<file path="config.mk">
export PLATFORM = sky130hd
export DESIGN_NAME = aes_column_sequencer
export DESIGN_NICKNAME = d
export VERILOG_FILES = /design/src/rtl/aes_column_sequencer_pkg.sv /design/src/rtl/aes_mixcolumns_32bit.sv /design/src/rtl/aes_column_sequencer.sv
export SDC_FILE = /design/constraint.sdc
export NUM_CORES = 1
export LEC_CHECK = 0
export BUFFER_PORTS_ARGS = -buffer_cell sky130_fd_sc_hd__buf_2
export CAP_MARGIN = 25
export CORE_MARGIN = 10
export CORE_UTILIZATION = 50
export CTS_BUF_LIST = sky130_fd_sc_hd__clkbuf_8
export DETAILED_ROUTE_END_ITERATION = 6
export HOLD_SLACK_MARGIN = 0.1
export PLACE_DENSITY = 0.74
export SLEW_MARGIN = 40
export SYNTH_ARGS = -nofsm -noshare
export SYNTH_HDL_FRONTEND = slang
export SYNTH_SLANG_ARGS = --single-unit
</file>
<file path="constraint.sdc">
create_clock -name clk -period 5.5 [get_ports clk]
set_input_delay 0.825 -clock clk [delete_from_list [all_inputs] [get_ports clk]]
set_output_delay 0.825 -clock clk [all_outputs]
set_load 0.03 [all_outputs]
</file>
<file path="src/rtl/aes_column_sequencer_pkg.sv">
// aes_pkg: shared FSM states, byte indexing and (Inv)ShiftRows permutations
package aes_pkg;

  typedef enum logic [1:0] {IDLE, MIX, DONE} fsm_e;

  function automatic int byte_lsb(input int r, input int c);
    return 120 - 8 * (4 * c + r);
  endfunction

  function automatic logic [127:0] shift_rows(input logic [127:0] s);
    logic [127:0] o;
    o = '0;
    for (int r = 0; r < 4; r++)
      for (int c = 0; c < 4; c++)
        o[byte_lsb(r, c) +: 8] = s[byte_lsb(r, (c + r) % 4) +: 8];
    return o;
  endfunction

  function automatic logic [127:0] inv_shift_rows(input logic [127:0] s);
    logic [127:0] o;
    o = '0;
    for (int r = 0; r < 4; r++)
      for (int c = 0; c < 4; c++)
        o[byte_lsb(r, c) +: 8] = s[byte_lsb(r, (c + 4 - r) % 4) +: 8];
    return o;
  endfunction

endpackage

</file>
<file path="src/rtl/aes_mixcolumns_32bit.sv">
// aes_mixcolumns_32bit: combinational MixColumns / InvMixColumns on one column
module aes_mixcolumns_32bit (
  input  logic [31:0] data_in,
  input  logic        enc_dec,
  output logic [31:0] data_out
);

  function automatic logic [7:0] xtime(input logic [7:0] b);
    return {b[6:0], 1'b0} ^ (b[7] ? 8'h1b : 8'h00);
  endfunction

  function automatic logic [7:0] gmul(input logic [7:0] b, input logic [3:0] k);
    logic [7:0] p2, p4, p8;
    p2 = xtime(b);
    p4 = xtime(p2);
    p8 = xtime(p4);
    return (k[0] ? b : 8'h00) ^ (k[1] ? p2 : 8'h00) ^ (k[2] ? p4 : 8'h00) ^ (k[3] ? p8 : 8'h00);
  endfunction

  for (genvar i = 0; i < 4; i++) begin : g_row
    logic [7:0] a0, a1, a2, a3;
    assign a0 = data_in[31 - 8 * i -: 8];
    assign a1 = data_in[31 - 8 * ((i + 1) % 4) -: 8];
    assign a2 = data_in[31 - 8 * ((i + 2) % 4) -: 8];
    assign a3 = data_in[31 - 8 * ((i + 3) % 4) -: 8];
    assign data_out[31 - 8 * i -: 8] = enc_dec
      ? gmul(a0, 4'd2) ^ gmul(a1, 4'd3) ^ a2 ^ a3
      : gmul(a0, 4'd14) ^ gmul(a1, 4'd11) ^ gmul(a2, 4'd13) ^ gmul(a3, 4'd9);
  end

endmodule

</file>
<file path="src/rtl/aes_column_sequencer.sv">
// aes_column_sequencer: column-serial (Inv)ShiftRows + (Inv)MixColumns round stage
module aes_column_sequencer
  import aes_pkg::*;
(
  input  logic         clk,
  input  logic         rst,
  input  logic         in_valid,
  output logic         in_ready,
  input  logic [127:0] in_state,
  input  logic         in_enc_dec,
  input  logic         in_skip_mix,
  output logic         out_valid,
  input  logic         out_ready,
  output logic [127:0] out_state
);

  fsm_e         fsm_q;
  logic [127:0] state_q;
  logic [1:0]   col_q;
  logic         enc_q;
  logic         out_valid_q;
  logic [31:0]  col_in, col_out;

  assign in_ready  = (fsm_q == IDLE) | ((fsm_q == DONE) & out_ready);
  assign out_valid = out_valid_q;
  assign col_in    = state_q[{~col_q, 5'b0} +: 32];
  assign out_state = enc_q ? state_q : inv_shift_rows(state_q);

  aes_mixcolumns_32bit u_mix (
    .data_in (col_in),
    .enc_dec (enc_q),
    .data_out(col_out)
  );

  // capture, column write-back sweep and output handshake
  always_ff @(posedge clk or posedge rst) begin
    if (rst) begin
      fsm_q       <= IDLE;
      state_q     <= '0;
      col_q       <= '0;
      enc_q       <= 1'b0;
      out_valid_q <= 1'b0;
    end else if (fsm_q == MIX) begin
      state_q[{~col_q, 5'b0} +: 32] <= col_out;
      col_q <= col_q + 2'd1;
      if (col_q == 2'd3) begin
        fsm_q       <= DONE;
        out_valid_q <= 1'b1;
      end
    end else if (in_valid && in_ready) begin
      state_q     <= in_enc_dec ? shift_rows(in_state) : in_state;
      enc_q       <= in_enc_dec;
      col_q       <= '0;
      fsm_q       <= in_skip_mix ? DONE : MIX;
      out_valid_q <= in_skip_mix;
    end else if (fsm_q == DONE && out_ready) begin
      fsm_q       <= IDLE;
      out_valid_q <= 1'b0;
    end
  end

endmodule
</file>
==> out/results.tsv <==
stage	metric	value	unit
route	postRouteAntennaNets	0	
sta	finalSetupTns	0	ps
clock_network	cts_made_buffers	17	
clock_network	cts.path.max_buffers	2	
clock_network	path_clk_slew	80	ps
place	routabilityCongestion	1.01	
clock_network	post_cts_buffers	0	
flow_run	drv_cap	0	
floorplanning	start_util	0.510	
setup_path	crit_chain	buf_4 -> mux4_2 -> xnor2_1 -> xnor2_1 -> xnor3_1 -> o21ai_2 -> xnor2_1 -> o221ai_1 -> o21a_1	
synthesis	yosysWarnings	0	
sta	hold_viol_final	0	
sta	max_freq	0.254	GHz
global_route	grt_max_degree	88	
place	post-dp-hpwl	31.2	mm
global_route	antenna_found_initial	1	
synthesis	yosysSeqAreaShare	0.276	
synthesis	synthArstFlopShare	1.00	
setup_path	path_max_fanout	31	
sta	post-route-min-period	3940	ps
floorplanning	die_y	175	um
place	io_buffers	263	
clock_network	cts_sinks	133	
synthesis	ys.flop_type	dfrtp_1	
floorplanning	die-area	30700	um^2
setup_path	start_kind	flop	
floorplanning	core-area	23600	um^2
route	drt_iter0_markers	974	
synthesis	yosys.area.top_type_share	0.276	
place	dp.cells	1674	
clock_network	hold_buffers	0	
setup_path	crit_family	XOR/XNOR gates	
final_layout	final_cells	1707	
setup_path	cp.buffers_inverters	1	
sta	slew_violations	0	
sta	final.setup_skew	10.1	ps
synthesis	syn_area	12100	um^2
clock_network	clkLatencyLatePin	460	ps
floorplanning	ioPinCount	264	
run_status	status	finished clean	
global_route	first_global_vias	10900	
setup_path	critPathCaptureType	flop	
synthesis	synth.distinct_cells	47	
global_route	grt_pass1_wl	62.9	mm
final_layout	drive_above_1_share	0.345	
setup_path	crit_type	reg2reg	
synthesis	ys_ff_latch	133	
synthesis	synthTopCellsByArea	dfrtp_1 (28%), xnor2_1 (12%), mux2_2 (9.0%)	
route	firstDrtPassIters	6	
sta	min_period_over_period	0.717	
synthesis	synth-edff-count	0	
clock_network	cts_resized	0	
sta	rsz0062_at_grt	no	
final_layout	area_growth	13.9	%
min_path	holdCritPathClass	in2async	
setup_path	critPathMostFrequentCell	xnor2_1	
final_layout	final_nets	1513	
global_route	grt_overflow	0	
synthesis	synth_nets	1344	
route	vias	10600	
setup_path	arrival	4300	ps
sta	slew_headroom	0.441	
clock_network	cts_tree	yes	
setup_path	cpPeakStageDelay	770	ps
setup_path	slowest_stage	dfrtp_4	
route	drc_errors	0	
sta	final-setup-viol-count	0	
synthesis	postSynthAreaPerCell	9.99	um^2
sta	tightest_slew	836	ps
route	avgViaCountPerCell	6.19	
synthesis	synth_area_leader_cell	dfrtp_1	
floorplanning	fp-row-count	56	
clock_network	htree_levels	4	
route	drt_wl_total	41.6	mm
clock_network	cts_root_buffer	clkbuf_8	
route	drt-wirelength-per-cell	24.4	um
synthesis	syn_inst	1206	
floorplanning	die_w	175	um
setup_path	worst-endpoint-required	5850	ps
global_route	grt.total_usage	0.261	
[path summary, 6_finish.rpt]
path,start,endpoint,slack (ps),cells past startpoint
max,col_q[0],state_q[106],1560,9
min,rst,state_q[83],430,2
max reg2reg,col_q[0],state_q[106],1560,9
min reg2reg,state_q[120],state_q[120],530,2
max in group asynchronous,rst,state_q[92],3940,3
min in group clk,state_q[120],state_q[120],530,2
[cell families (layout without fill, tap and decap cells)]
kind of cell | after synthesis | after routing | synth area share
xor gates and xnor gates | 243 | 243 | 0.217
and+or+nand+nor | 174 | 174 | 0.0631
other | 0 | 1 | 0
adders and majority gates | 4 | 4 | 0.00415
AOI/OAI and AO/OA | 280 | 280 | 0.144
DFF | 133 | 133 | 0.276
muxes | 229 | 229 | 0.233
buffers and inverters | 143 | 324 | 0.0614
[worst register-to-register path, cell delays in order, from the launching register on]
cell	delay, ps
dfrtp_4	770
buf_4	320
mux4_2	720
xnor2_1	450
xnor2_1	290
xnor3_1	330
o21ai_2	70
xnor2_1	510
o221ai_1	220
o21a_1	150
[registers in the layout, summed over array words and instances, names as in the netlist]
signal	count
enc_q	1
fsm_q	2
col_q	2
state_q	128
[layer usage]
layer | routed length, um | track usage | vias to the layer above
li1 | - | - | 4643
met2 | 19900 | 0.422 | 569
met5 | 0 | 0 | -
met3 | 4090 | 0.0693 | 97
met1 | 16200 | 0.326 | 5259
met4 | 1470 | 0.108 | 0
[Yosys cell counts (39+ instances only)]
cell and instances:
o21ai_1 43, xnor2_1 159, o21ai_0 42, mux2i_1 101, o21a_1 42, buf_4 39
xor2_1 43, a21oi_1 87, mux2_2 96, clkbuf_1 64, nor2_1 71, nor3_1 49
dfrtp_1 133
[layout by cell type, fill, tap and decap left out, drive strengths merged, types with 8 or more instances in the layout]
cell    synthesis  layout
a21oi          87      87
mux2           96      96
clkbuf         64      20
nor3           49      49
dfrtp         133     133
xor2           45      45
inv             5       8
mux2i         101     101
nor2           72      72
buf            73     287
a221oi         12      12
o21ai          86      86
xnor2         177     177
o221ai         32      32
o21a           42      42
mux4           32      32
nand2          32      32
xnor3          17      17
[per-stage QoR]
stage / instance area, um^2 / worst slack, ps / hold WS, ps / util
after floorplan: 12100 / 1120 / 473 / -
after CTS: 13700 / 1400 / 528 / 0.580
after global placement: 13300 / 1430 / 503 / 0.561
final: 13700 / 1560 / 434 / 0.581
after detailed placement: 13300 / 1430 / 513 / 0.563
after global routing: 13700 / 1430 / 478 / 0.581
[final cells by class]
cell class | count | area, um^2
tap | 319 | 399
inverter | 6 | 30.0
clock buffer | 20 | 275
sequential | 133 | 3340
timing repair buffer | 287 | 1530
clock inverter | 11 | 135
fill | 2054 | 9880
antenna | 1 | 2.50
multi-input combinational | 930 | 8020
Power is left out: the tool's default activity adds up to more than one toggle a clock period on the data nets, which glitch-free logic cannot reach.
